===== src/rtl/ps2_keyboard_rx_if.sv =====
// PS/2 pin and scan-code consumer signals for ps2_keyboard_rx.
// slave = receiver side, master = board pins / keyboard-handling logic side.
interface ps2_keyboard_rx_if;
   logic       ps2_clk;
   logic       ps2_data;
   logic       nextdata_n;
   logic [7:0] data;
   logic       ready;
   logic       overflow;
   logic       frame_err;

   modport slave (
      input  ps2_clk,
      input  ps2_data,
      input  nextdata_n,
      output data,
      output ready,
      output overflow,
      output frame_err
   );

   modport master (
      output ps2_clk,
      output ps2_data,
      output nextdata_n,
      input  data,
      input  ready,
      input  overflow,
      input  frame_err
   );
endinterface


===== src/rtl/ps2_keyboard_rx.sv =====
// PS/2 keyboard deframer feeding an 8-entry scan-code FIFO; byte visible 1 clk after the stop-edge detect.
// Full FIFO drops the byte and sets sticky overflow; PS2_PARITY_CHECK_EN adds odd-parity validation.
module ps2_keyboard_rx #(
   parameter int TIMEOUT_CYCLES = 50000
) (
   input  logic               i_clk,
   input  logic               i_rst,
   ps2_keyboard_rx_if.slave   io_bus
);

   localparam int              TW      = $clog2(TIMEOUT_CYCLES + 1);
   localparam logic [TW-1:0]   TO_LAST = TW'(TIMEOUT_CYCLES - 1);

   logic [2:0]    r_clk_sync;
   logic [1:0]    r_data_sync;
   logic [3:0]    r_count;
   logic [9:0]    r_buffer;
   logic [TW-1:0] r_to_cnt;
   logic          r_overflow;
   logic          r_frame_err;
   logic [7:0]    r_mem [0:7];
   logic [3:0]    r_wptr;
   logic [3:0]    r_rptr;

   logic w_fall;
   logic w_data;
   logic w_stop;
   logic w_parity_ok;
   logic w_frame_ok;
   logic w_empty;
   logic w_full;
   logic w_pop;
   logic w_push;

`ifdef PS2_PARITY_CHECK_EN
   assign w_parity_ok = ^r_buffer[9:1];
`else
   // parity bit is still captured but never rejects a frame
   assign w_parity_ok = r_buffer[9] | 1'b1;
`endif

   assign w_fall     = r_clk_sync[2] & ~r_clk_sync[1];
   assign w_data     = r_data_sync[1];
   assign w_stop     = w_fall && (r_count == 4'd10);
   assign w_frame_ok = ~r_buffer[0] & w_data & w_parity_ok;
   assign w_empty    = (r_wptr == r_rptr);
   assign w_full     = ((r_wptr - r_rptr) == 4'd8);
   assign w_pop      = ~w_empty & ~io_bus.nextdata_n;
   assign w_push     = w_stop & w_frame_ok & (~w_full | w_pop);

   always_ff @(posedge i_clk or posedge i_rst) begin
      if (i_rst) begin
         r_clk_sync  <= 3'b111;
         r_data_sync <= 2'b11;
      end else begin
         r_clk_sync  <= {r_clk_sync[1:0], io_bus.ps2_clk};
         r_data_sync <= {r_data_sync[0], io_bus.ps2_data};
      end
   end

   always_ff @(posedge i_clk or posedge i_rst) begin
      if (i_rst) begin
         r_count     <= 4'd0;
         r_buffer    <= 10'd0;
         r_to_cnt    <= '0;
         r_frame_err <= 1'b0;
         r_overflow  <= 1'b0;
      end else begin
         r_frame_err <= 1'b0;
         if (w_fall) begin
            r_to_cnt <= '0;
            if (r_count == 4'd10) begin
               r_count <= 4'd0;
               if (!w_frame_ok)
                  r_frame_err <= 1'b1;
               else if (w_full && !w_pop)
                  r_overflow <= 1'b1;
            end else begin
               r_buffer[r_count] <= w_data;
               r_count           <= r_count + 4'd1;
            end
         end else if (r_count != 4'd0) begin
            if (r_to_cnt == TO_LAST) begin
               r_count     <= 4'd0;
               r_to_cnt    <= '0;
               r_frame_err <= 1'b1;
            end else begin
               r_to_cnt <= r_to_cnt + TW'(1);
            end
         end
      end
   end

   always_ff @(posedge i_clk or posedge i_rst) begin
      if (i_rst) begin
         r_wptr <= 4'd0;
         r_rptr <= 4'd0;
      end else begin
         if (w_push)
            r_wptr <= r_wptr + 4'd1;
         if (w_pop)
            r_rptr <= r_rptr + 4'd1;
      end
   end

   always_ff @(posedge i_clk) begin
      if (w_push)
         r_mem[r_wptr[2:0]] <= r_buffer[8:1];
   end

   assign io_bus.data      = r_mem[r_rptr[2:0]];
   assign io_bus.ready     = ~w_empty;
   assign io_bus.overflow  = r_overflow;
   assign io_bus.frame_err = r_frame_err;

endmodule


===== src/flat_wrapper.sv =====
// flat-port wrapper written by rule: the top's interface ports become plain ports
module ps2_keyboard_rx_flat 
#(
   parameter int TIMEOUT_CYCLES = 50000
)
  (i_clk, i_rst, io_bus_ps2_clk, io_bus_ps2_data, io_bus_nextdata_n, io_bus_data, io_bus_ready, io_bus_overflow, io_bus_frame_err);
  ps2_keyboard_rx_if io_bus_i ();
  input  logic i_clk;
  input  logic i_rst;
  input wire logic [$bits(io_bus_i.ps2_clk)-1:0] io_bus_ps2_clk;
  input wire logic [$bits(io_bus_i.ps2_data)-1:0] io_bus_ps2_data;
  input wire logic [$bits(io_bus_i.nextdata_n)-1:0] io_bus_nextdata_n;
  output wire logic [$bits(io_bus_i.data)-1:0] io_bus_data;
  output wire logic [$bits(io_bus_i.ready)-1:0] io_bus_ready;
  output wire logic [$bits(io_bus_i.overflow)-1:0] io_bus_overflow;
  output wire logic [$bits(io_bus_i.frame_err)-1:0] io_bus_frame_err;
  assign io_bus_i.ps2_clk = io_bus_ps2_clk;
  assign io_bus_i.ps2_data = io_bus_ps2_data;
  assign io_bus_i.nextdata_n = io_bus_nextdata_n;
  assign io_bus_data = io_bus_i.data;
  assign io_bus_ready = io_bus_i.ready;
  assign io_bus_overflow = io_bus_i.overflow;
  assign io_bus_frame_err = io_bus_i.frame_err;
  ps2_keyboard_rx #(.TIMEOUT_CYCLES(TIMEOUT_CYCLES)) u_core (.i_clk(i_clk), .i_rst(i_rst), .io_bus(io_bus_i));
endmodule

===== config.mk =====
export PLATFORM = sky130hd
export DESIGN_NAME = ps2_keyboard_rx_flat
export DESIGN_NICKNAME = d
export VERILOG_FILES = /design/src/rtl/ps2_keyboard_rx_if.sv /design/src/rtl/ps2_keyboard_rx.sv /design/src/flat_wrapper.sv
export SDC_FILE = /design/constraint.sdc
export NUM_CORES = 1
export LEC_CHECK = 0
export BUFFER_PORTS_ARGS = -buffer_cell sky130_fd_sc_hd__buf_2
export CORE_MARGIN = 10
export CORE_UTILIZATION = 65
export CTS_BUF_LIST = sky130_fd_sc_hd__clkbuf_16
export DETAILED_ROUTE_END_ITERATION = 10
export PLACE_DENSITY_LB_ADDON = 0.2
export SLEW_MARGIN = 20
export SYNTH_ARGS = -nofsm -noshare
export SYNTH_HDL_FRONTEND = slang
export SYNTH_SLANG_ARGS = --single-unit

===== constraint.sdc =====
create_clock -name i_clk -period 4.57 [get_ports i_clk]
set_input_delay 0.914 -clock i_clk [delete_from_list [all_inputs] [get_ports i_clk]]
set_output_delay 0.914 -clock i_clk [all_outputs]
set_load 0.01 [all_outputs]

# == Word-level counts from Yosys, hierarchy flattened ==
# Memory sizes are Yosys's and may differ from the RTL's.
# Cells that the tools add are included.
# word_totals
reg_bits,45
mem_bits_rw,64
input_bits,5
output_inout_bits,11
elab_cells,60
mem_count,1
# mem_list
memory,words,width,rd,rd_clocked_by_memory_dff,wr,line_no,text
u_core.r_mem,8,8,1,0,1,ps2_keyboard_rx.sv:21,logic [7:0] r_mem [0:7];
# classes
add_sub_neg,5
n_lt_le_gt_ge,2
n_eq_ne,4
n_mux,17
bitwise,12
n_reduce_logical,10
# op_table
operator,count
$mux 16,3
$add 16x1->16 const B,1
$eq 16x16->1 const B,1
$mux 4,4
$add 4x1->4 const B,3
$bwmux 10,1
$eq 4x4->1 const B,2
$mux 1,8
$not 1->1,6
$and 1x1->1,5
$lt 4x5->1 const B,1
$demux 1 s4,1
$eq 4x4->1,1
$ge 4x1->1 const B,1
$reduce_and 2->1,2
$reduce_and 4->1,1
$reduce_bool 2->1,2
$reduce_bool 4->1,1
$sub 4x4->4,1
$logic_and 1x1->1,3
$logic_not 1->1,1
$or 1x1->1,1

# == Longest topological paths before layout ==
# Gate-level depths: netlist (run 1).
# depth
word_depth,7
ltp_mapped,9

# == Least setup slack after synthesis (run 1) ==
# OpenSTA, ideal clock, no wires.
# synth_timing
path_kind,reg2reg
from,register u_core.r_rptr[1]
to,memory u_core.r_mem[0][0] (enable)
setup_ps,395
t_arrival_ps,2720
required_ps,4175
setup_slack_ps,1455
stages_incl_launch_ff,9
n_path_buf,2
period_less_slack_ps,3115
cell_sequence,dfrtp_1 clkbuf_1 buf_2 inv_1 ha_1 nor2b_1 o2111ai_1 nand3_4 nor4_1
# synth_via
elab_chain_cells,7
# synth_rtl
item,line_no,text
start: declaration,ps2_keyboard_rx.sv:23,logic [3:0] r_rptr;
start signal: assignment,ps2_keyboard_rx.sv:102,r_rptr <= r_rptr + 4'd1;
$sub 4x4->4 / $eq 4x4->1 (equally long branches),"ps2_keyboard_rx.sv:47, ps2_keyboard_rx.sv:46",
$eq 4x4->1 / $not 1->1 (equally long branches),"ps2_keyboard_rx.sv:47, ps2_keyboard_rx.sv:48",
$not 1->1 / $and 1x1->1 (equally long branches),"ps2_keyboard_rx.sv:49, ps2_keyboard_rx.sv:48",
$or 1x1->1 *,ps2_keyboard_rx.sv:49,assign w_push = w_stop & w_frame_ok & (~w_full | w_pop);
$and 1x1->1 *,ps2_keyboard_rx.sv:49,
$mux 1 *,ps2_keyboard_rx.sv:107,if (w_push)
$mux 1 (implied by the code) *,ps2_keyboard_rx.sv:108,r_mem[r_wptr[2:0]] <= r_buffer[8:1];
end: declaration,ps2_keyboard_rx.sv:21,
# Every way passes the cells marked *; elsewhere a longest branch is shown, timed or not.

# == Worst setup path after layout (run 1) ==
# layout_timing
from,register u_core.r_rptr[1]
to,memory u_core.r_mem[3][5] (enable)
# Same word-level chain as after synthesis.

==> results of run 1 <==
==> area by class of cell <==
cell class / instances / area share
Clock buffer: 9 / 0.0440
Clock inverter: 7 / 0.0115
Inverter: 7 / 0.00513
Multi-Input combinational cell: 196 / 0.298
Sequential cell: 108 / 0.591
Tap cell: 96 / 0.0234
Timing Repair Buffer: 23 / 0.0264
==> sequential cells by signal, indices dropped and copies added (netlist names) <==
signal,flops
u_core.r_wptr,4
u_core.r_data_sync,2
u_core.r_rptr,4
u_core.io_bus.frame_err,1
u_core.r_clk_sync,3
u_core.r_buffer,9
u_core.r_count,4
u_core.r_to_cnt,16
u_core.io_bus.overflow,1
u_core.r_mem,64
==> power groups by stage <==
stage	combinational [mW]	clock [mW]	sequential [mW]
finish	0.625	0.729	1.34
global route	0.699	0.780	1.36
CTS	0.635	0.744	1.34
detailed placement	0.633	0	1.36
global placement	0.611	0	1.35
floorplan	0.531	0	1.27
==> cells by family after synthesis <==
family / synth area share
muxes: 0.100
adders and majority gates: 0.0161
xor gates and xnor gates: 0.0463
and+or+nand+nor: 0.128
AOI/OAI and AO/OA: 0.0382
DFF: 0.651
buffers and inverters: 0.0204
==> cells in the mapped netlist (2+ instances only) <==
cell type / n / area share
mux4_2: 16 / 0.077
a21oi_1: 6 / 0.0065
nor2_1: 23 / 0.019
and2b_1: 3 / 0.0048
o21ai_0: 7 / 0.0075
nand2_1: 44 / 0.036
inv_1: 6 / 0.0048
nand4_1: 8 / 0.011
and3_1: 5 / 0.0067
dfstp_2: 5 / 0.028
buf_2: 4 / 0.0043
nor2b_1: 3 / 0.0040
nor4bb_1: 2 / 0.0043
and4_1: 2 / 0.0038
ha_1: 6 / 0.016
nand3_1: 9 / 0.0097
xnor2_1: 11 / 0.021
buf_1: 2 / 0.0016
mux2_2: 8 / 0.019
nor4_1: 5 / 0.0067
o2111ai_1: 2 / 0.0038
nor3_1: 3 / 0.0032
buf_4: 3 / 0.0048
clkbuf_1: 5 / 0.0040
xor2_1: 11 / 0.021
edfxtp_1: 64 / 0.41
dfrtp_1: 39 / 0.21
==> per-layer routing <==
| layer | vias to the layer above | GRT usage |
|---|---|---|
| met1 | 1326 | 0.199 |
| li1 | 1242 | - |
| met3 | 9 | 0.0289 |
| met5 | - | 0 |
| met2 | 57 | 0.250 |
| met4 | 0 | 0.0402 |
==> path summary, 6_finish.rpt <==
kind	endpoint
setup / recovery	u_core.r_mem[3][5]
hold reg to reg	u_core.r_data_sync[1]
setup reg to reg	u_core.r_mem[3][5]
max in group asynchronous	u_core.r_clk_sync[0]
hold / removal	u_core.r_data_sync[1]
min in group asynchronous	u_core.io_bus.overflow
==> placed cells by master (no fill, tap or decap), types with 3 or more instances in the layout <==
cell type / synthesis / final
edfxtp_1: 64 / 64
nand2_1: 44 / 44
dfrtp_1: 39 / 39
nor2_1: 23 / 23
mux4_2: 16 / 16
buf_2: 4 / 15
xor2_1: 11 / 11
xnor2_1: 11 / 11
nand3_1: 9 / 9
clkbuf_16: 0 / 9
nand4_1: 8 / 8
mux2_2: 8 / 8
buf_4: 3 / 8
o21ai_0: 7 / 7
a21oi_1: 6 / 6
ha_1: 6 / 6
nor4_1: 5 / 5
and3_1: 5 / 5
inv_1: 6 / 5
dfstp_2: 5 / 5
nor2b_1: 3 / 3
and2b_1: 3 / 3
nor3_1: 3 / 3
clkinvlp_4: 0 / 3
==> stage by stage <==
step,cells,utilization,worst slack (ns)
after floorplan,325,-,1.46
after global placement,430,0.704,1.56
after detailed placement,430,0.704,1.45
after CTS,446,0.746,1.43
after global routing,446,0.746,1.16
final,446,0.746,1.44
==> metrics.md, run 1 <==
| Metric | Value |
|---|---|
| Status | `completed` |
| Ant. Diodes | `0` |
| Logic pwr share | `0.232` |
| CP required | `around 4.5 ns` |
| Core area | `roughly 6900 um2` |
| Initial antenna violation count | `0` |
| Net Sw Frac | `0.309` |
| Final Instance Area | `between 5000 and 6000 um2` |
| Hold Slack | `0.356 ns` |
| Multi-input gate area | `~1500 um2` |
| GPL Wtd Cong | `0.818` |
| Critical path, cell by cell | `inv_1, ha_1, nor2b_1, o2111ai_1, nand3_4, nor4b_2` |
| Largest net degree at the start of global routing | `45` |
| CTS clk-pin slew, worst paths | `0.08 ns` |
| Area post-placement | `4840 um2` |
| Drt pass-1 iters | `4` |
| Layout cells sized above 1 | `0.217` |
| Least-Margin Pin Slew | `0.870 ns` |
| Routed vias/inst | `roughly 5.9` |
| Buffers & Inverters on Critical Path | `1` |
| GRT Overall Usage | `0.150` |
| Critical path type | `reg -> reg` |
| Fmax | `between 0.3 and 0.4 GHz` |
| Total CTS buffers | `9` |
| WL met3 | `between 300 and 400 um` |
| Cell family with most CP delay | `simple AND/OR/NAND/NOR gates` |
| CTS tree | `done` |
| Clock Latency Late Sink | `roughly 0.34 ns` |
| YS warnings | `0` |
| Die width | `around 100 um` |
| Final count of negative-setup-slack endpoints | `0` |
| Final #Nets | `roughly 360` |
| RSZ-0062 raised after global routing | `no` |
| Register area share after synthesis | `0.651` |
| Clock sink total | `108` |
| 1st-iter DRT viols | `140` |
| Area delta synth->final | `10.1%` |
| Net Count, Synth | `about 340` |
| FF+latch area | `approximately 3000 um2` |
| Minimum clock period | `~3.1 ns` |
| Worst slew margin | `0.416` |
| Detailed Place HPWL | `~5500 um` |
| Reg2reg setup slack | `around 1.4 ns` |
| Final ANT Viol Nets | `0` |
| Clk pwr share | `0.271` |
| P_sw | `between 0.8 and 0.9 mW` |
| Post-CTS Setup Inserts | `0` |
| # hold bufs at CTS | `0` |
| Post_cts resized | `0` |
| VDD IR-drop max | `approximately 0.00029 V` |
| Initial core utilization | `0.677` |
| Met2 wire len | `4100 um` |
| Asr flop ratio synth | `0.407` |
| Max Fanout on Critical Path | `19` |
| Hold crit path type | `reg -> reg` |
| Worst Hold Depth | `0` |
| Critical Path Sink Type | `flip-flop` |
| Largest stage delay on the critical path | `0.87 ns` |
| Fin. max-slew vios | `0` |
| Mean Syn Cell Area | `14.3 um2` |
| DRT Wirelength | `8070 um` |
| Top Ports | `16` |
| Seq pwr share | `0.497` |
| Synth Register Bits | `about 110` |
| Grt ovf | `0` |
| Clock Skew | `0.0110 ns` |
| Internal power | `between 1.5 and 2 mW` |
| Synthesized area | `roughly 4700 um2` |
| Final Hold Viols | `0` |
| Clk root buf | `clkbuf_16` |
| First-pass GRT wire length | `between 10,000 and 15,000 um` |
| Top routing layer used | `met4` |
| Die height | `approximately 100 um` |
| R2R cell count | `6` |
| Number of synthesized flops with an enable pin | `64` |
| Critical path launch point | `u_core.r_rptr[1]` |
| Vias | `roughly 2,600` |
| R2r startpoint | `u_core.r_rptr[1]` |
| Fin Setup TNS | `0 ns` |
| Max clock buf depth | `2` |
| Vias in the first global route | `between 2,000 and 3,000` |
| Site Rows | `30` |
| Primary FF master, synth | `edfxtp_1` |
| CP Depth | `6` |
| DR DRC count | `0` |
| Period utilization | `0.684` |
| Wire length on met1 | `roughly 3600 um` |
| Port bufs | `15` |
| HP Start | `u_core.r_data_sync[0]` |
| Arrival @ worst endpoint | `slightly above 3 ns` |
| H-tree Lvls | `3` |
| Power per Cell Area | `approximately 530 nW/um2` |
| Die area | `approximately 11,000 um2` |
| PnR Total Power | `2.69 mW` |
| MaxCap Viol Count | `0` |
| CP max stage cell | `dfrtp_1` |
| Leakage | `approximately 2 nW` |
| Cells after synthesis | `roughly 330` |
| Fill count | `450` |
| CP Launch Type | `flip-flop` |
| Netlist cell types | `50` |
| Post-DR wirelength/cell | `approximately 18 um` |
(Power assumes the default switching activity.)
==> run 2: changes to the inputs <==
Settings changed: CORE_UTILIZATION 65 to 55.
Clock period 4.57 ns to 2.63 ns, I/O delays scaled along.
==> run 2 against run 1 <==
Combinational power rose by 100%. Sequential share of layout area fell by 1.7 points. Die area rose by 15%. Largest power group unchanged. Routed wire length rose by 4.2%. Final cell count rose by 3.4%. Via count fell by 1.1%. Global-route usage fell by 1.1 points. Cell area rose by 2.9%.
==> metrics.md, run 2 (same netlist as run 1, synthesis figures left out) <==
| Metric | Value |
|---|---|
| Status | `completed` |
| # hold bufs at CTS | `0` |
| CTS tree | `done` |
| Largest stage delay on the critical path | `0.56 ns` |
| DRT Wirelength | `8410 um` |
| Hold Slack | `0.283 ns` |
| Grt ovf | `0` |
| Final Instance Area | `about 5300 um2` |
| Hold EP | `u_core.r_data_sync[0]` |
| Final #Nets | `about 360` |
| Area post-placement | `between 4000 and 5000 um2` |
| DR DRC count | `0` |
| CP required | `about 2.1 ns` |
| Most frequent cell on the critical path | `nand2_1` |
| Max clock buf depth | `2` |
| H-tree Lvls | `3` |
| MaxCap Viol Count | `0` |
| CP max stage cell | `mux4_2` |
| Fmax | `between 0.4 and 0.5 GHz` |
| Period utilization | `0.936` |
| Site Rows | `33` |
| Initial antenna violation count | `0` |
| PnR Total Power | `~4.8 mW` |
| GPL Wtd Cong | `0.793` |
| Final count of negative-setup-slack endpoints | `0` |
| Buffers & Inverters on Critical Path | `2` |
| Hold crit path type | `in -> reg` |
| FF-to-FF End | `u_core.r_mem[3][0]` |
| R2r startpoint | `u_core.r_data_sync[1]` |
| Fill count | `~600` |
| Critical path type | `reg -> out` |
| Top Ports | `16` |
| Worst slew margin | `0.417` |
| Most frequent cells in the layout | `edfxtp_1, nand2_1, dfrtp_1` |
| Clk root buf | `clkbuf_16` |
| Clock Skew | `0.0124 ns` |
| Total CTS buffers | `9` |
| Port bufs | `15` |
| Clock Latency Late Sink | `approximately 0.34 ns` |
| Post_cts resized | `0` |
| VDD IR-drop max | `0.000463 V` |
| Core Util, Final | `0.642` |
| Ant. Diodes | `0` |
| Fin Setup TNS | `0 ns` |
| Least-Margin Pin Slew | `roughly 0.87 ns` |
| Vias | `roughly 2,600` |
| Drt pass-1 iters | `4` |
| Critical path, cell by cell | `buf_4, mux4_2, nand2_1, nand2_1, buf_2` |
| Area delta synth->final | `13.3%` |
| HP Start | `io_bus_ps2_data` |
| 1st-iter DRT viols | `around 130` |
| Largest net degree at the start of global routing | `45` |
| Reg2reg setup slack | `between 0.2 and 0.3 ns` |
| Die width | `approximately 110 um` |
| Initial core utilization | `0.566` |
| Leakage | `approximately 2.0 nW` |
| Post-CTS Setup Inserts | `0` |
| RSZ-0062 raised after global routing | `no` |
| R2R cell count | `4` |
| Arrival @ worst endpoint | `approximately 1.9 ns` |
| Critical Path Sink Type | `primary output` |
| CP Launch Type | `flip-flop` |
| Detailed Place HPWL | `a little under 6000 um` |
| Final Hold Viols | `0` |
| Die height | `112 um` |
| Power per Cell Area | `919 nW/um2` |
| Cell family with most CP delay | `multiplexers` |
| Worst Hold Depth | `1` |
| Routed vias/inst | `approximately 5.6` |
| Minimum clock period | `2.46 ns` |
| First-pass GRT wire length | `14,100 um` |
| Clock sink total | `around 110` |
| Layout cells sized above 1 | `0.244` |
| Core area | `roughly 8200 um2` |
| Post-DR wirelength/cell | `between 15 and 20 um` |
| Vias in the first global route | `~2,700` |
| Max FFs per register | `64` |
| CTS clk-pin slew, worst paths | `approximately 0.070 ns` |
| Die area | `approximately 13,000 um2` |
| Final ANT Viol Nets | `0` |
| Max Fanout on Critical Path | `19` |
| Fin. max-slew vios | `0` |
| Commonest non-fill, non-tap cell in the layout | `edfxtp_1` |
| GRT Overall Usage | `0.140` |
run 2: worst reg2reg max path: cells and delay by family (launching register included):
kind             cells  cell delay (ns)
AND/OR/NAND/NOR      4             1.40
flip-flops           1             0.60
run 2: cell type report:
| class | count | area [um2] | area share |
|---|---|---|---|
| sequential | 108 | 3030 | 0.575 |
| clock buffer | 9 | 225 | 0.0427 |
| clock inverter | 7 | 77.6 | 0.0147 |
| tap | 105 | 131 | 0.0249 |
| timing repair buffer | 29 | 180 | 0.0342 |
| multi-input combinational | 196 | 1600 | 0.304 |
| inverter | 7 | 26.3 | 0.00498 |
run 2: routing by layer:
layer / share of wire / up-vias / global-route usage
met2: 0.50 / 54 / 0.228
met4: 0.018 / 0 / 0.0541
li1: - / 1253 / -
met3: 0.044 / 11 / 0.0317
met1: 0.43 / 1286 / 0.177
met5: 0 / - / 0
run 2: worst max path at each step:
stage,start,to,slack (ns),cells past startpoint
2_1_floorplan,u_core.r_rptr[1],u_core.r_mem[3][0],0.04,8
3_3_place_gp,u_core.r_rptr[2],u_core.r_mem[3][4],0.34,6
3_5_place_dp,u_core.r_data_sync[1],u_core.r_mem[6][7],0.26,5
4_1_cts,u_core.r_rptr[0],io_bus_data[6],0.12,5
5_1_grt,u_core.r_rptr[0],io_bus_data[6],0.03,5
6_report,u_core.r_rptr[0],io_bus_data[6],0.17,5
run 2: per-stage QoR:
stage	cells	setup WS (ns)
after floorplan	325	0.0407
after CTS	461	0.121
after global routing	461	0.0314
final	461	0.167
after detailed placement	445	0.259
after global placement	445	0.335
run 2: power by group:
part / total [mW] / switching (mW) / internal [mW] / leakage [nW]
clock network: 1.34 / 0.597 / 0.746 / 0.145
logic: 1.26 / 0.676 / 0.582 / 0.704
registers: 2.24 / 0.208 / 2.04 / 1.16
==> run 3: changes to the inputs <==
Settings changed: CORE_UTILIZATION 55 to 65.
Clock period 2.63 ns to 3 ns, I/O delays scaled along.
==> run 3 against run 2 <==
Sequential share of layout area grew 1.2 points. Final cell count shrank 2.2%. First-iteration DRC count grew 1.5%. Hold slack gained 0.045 ns. Clock power shrank 14%. Sequential cell count is the same. Utilization grew 11 points. Largest power group unchanged.
==> metrics.md, run 3 (same netlist as run 1, synthesis figures left out) <==
| Metric | Value |
|---|---|
| Status | `completed` |
| Max FFs per register | `64` |
| Leakage | `roughly 2.0 nW` |
| Total CTS buffers | `9` |
| Core area | `just under 7000 um2` |
| Fin. max-slew vios | `0` |
| Placed Cells | `about 440` |
| FF+latch area | `around 3000 um2` |
| Ant. Diodes | `0` |
| Initial antenna violation count | `0` |
| Layout cells sized above 1 | `0.225` |
| Top Ports | `16` |
| CP Launch Type | `flip-flop` |
| Minimum clock period | `~2.5 ns` |
| GRT Overall Usage | `0.164` |
| Most frequent cell on the critical path | `and3_1` |
| Max clock buf depth | `2` |
| Final count of negative-setup-slack endpoints | `0` |
| Period utilization | `0.842` |
| Fmax | `around 0.40 GHz` |
| Clock Latency Late Sink | `roughly 0.34 ns` |
| Site Rows | `30` |
| 1st-iter DRT viols | `~130` |
| Post_cts resized | `0` |
| Clock Skew | `between 0.005 and 0.006 ns` |
| VDD IR-drop max | `0.000459 V` |
| Initial core utilization | `0.677` |
| Drt pass-1 iters | `4` |
| PnR Total Power | `~4.2 mW` |
| Most frequent cells in the layout | `edfxtp_1, nand2_1, dfrtp_1` |
| CP required | `between 2 and 3 ns` |
| Hold Slack | `between 0.3 and 0.4 ns` |
| Arrival @ worst endpoint | `roughly 2.5 ns` |
| DRT Wirelength | `roughly 8500 um` |
| Final ANT Viol Nets | `0` |
| Largest net degree at the start of global routing | `30` |
| Fill count | `around 440` |
| Detailed Place HPWL | `5730 um` |
| Final Non-Filler Cells | `between 400 and 500` |
| Clock sink total | `between 100 and 150` |
| Port bufs | `15` |
| Critical path, cell by cell | `inv_1, ha_1, and3_1, o2111ai_1, nand3_4, nor2_1, and3_1` |
| CTS clk-pin slew, worst paths | `0.07 ns` |
| MaxCap Viol Count | `0` |
| Die height | `roughly 100 um` |
| RSZ-0062 raised after global routing | `no` |
| Max Fanout on Critical Path | `9` |
| Grt ovf | `0` |
| Power per Cell Area | `814 nW/um2` |
| Critical path type | `reg -> reg` |
| Final Instance Area | `a little over 5000 um2` |
| Die area | `10,900 um2` |
| Commonest non-fill, non-tap cell in the layout | `edfxtp_1` |
| Largest stage delay on the critical path | `0.48 ns` |
| Hold crit path type | `in -> async` |
| Buffers & Inverters on Critical Path | `1` |
| # hold bufs at CTS | `0` |
| H-tree Lvls | `3` |
| Least-Margin Pin Slew | `roughly 0.6 ns` |
| Clk root buf | `clkbuf_16` |
| Post-CTS Setup Inserts | `0` |
| Area delta synth->final | `11.1%` |
| First-pass GRT wire length | `between 10,000 and 15,000 um` |
| Die width | `approximately 100 um` |
| Routed vias/inst | `5.96` |
| Vias in the first global route | `around 2,800` |
| DR DRC count | `0` |
| CTS tree | `done` |
| Critical Path Sink Type | `flip-flop` |
| Final #Nets | `361` |
| Final Hold Viols | `0` |
| CP max stage cell | `dfrtp_1` |
| Post-DR wirelength/cell | `approximately 19 um` |
| Area post-placement | `between 4000 and 5000 um2` |
| Cell family with most CP delay | `simple AND/OR/NAND/NOR gates` |
| Vias | `2,689` |
| Multi-input gate area | `1530 um2` |
| GPL Wtd Cong | `0.880` |
| Worst slew margin | `0.595` |
## run 3: report_power, final
group          internal, mW  switching [mW]  leakage [nW]  total [mW]
combinational         0.496           0.562         0.698        1.06
clock                 0.643           0.502         0.141        1.15
sequential             1.79           0.217          1.16        2.00
total                  2.93            1.28          1.99        4.21
## run 3: final timing paths
check,startpoint,endpoint,slack (ns),cells after the start
hold / removal,i_rst,u_core.r_count[2],0.33,2
hold reg to reg,u_core.r_data_sync[0],u_core.r_data_sync[1],0.36,0
max in group asynchronous,i_rst,u_core.r_wptr[0],2.02,3
setup reg to reg,u_core.r_wptr[0],u_core.r_mem[6][7],0.47,7
min in group i_clk,io_bus_ps2_clk,u_core.r_clk_sync[0],0.35,1
setup / recovery,u_core.r_wptr[0],u_core.r_mem[6][7],0.47,7
## run 3: layout make-up
class	instances	share of cell area
clock inverter	7	0.0131
sequential	108	0.586
tap	96	0.0232
multi-input combinational	196	0.296
clock buffer	9	0.0436
inverter	7	0.00508
timing repair buffer	28	0.0334
## run 3: per-layer routing
metal  part of all wire  vias up  track usage  routed length (um)
met5                  0        -            0                   0
met4              0.015        0       0.0618                 127
met3              0.059       12       0.0399                 505
met2               0.51       71        0.272                4370
met1               0.41     1354        0.204                3540
li1                   -     1252            -                   -
## run 3: per-stage QoR
step	setup TNS (ns)	setup WS, ns	util
after CTS	0	0.495	0.752
after floorplan	-3.67	-0.115	-
after global placement	0	0.662	0.710
after global routing	0	0.305	0.752
after detailed placement	0	0.516	0.710
final	0	0.473	0.752
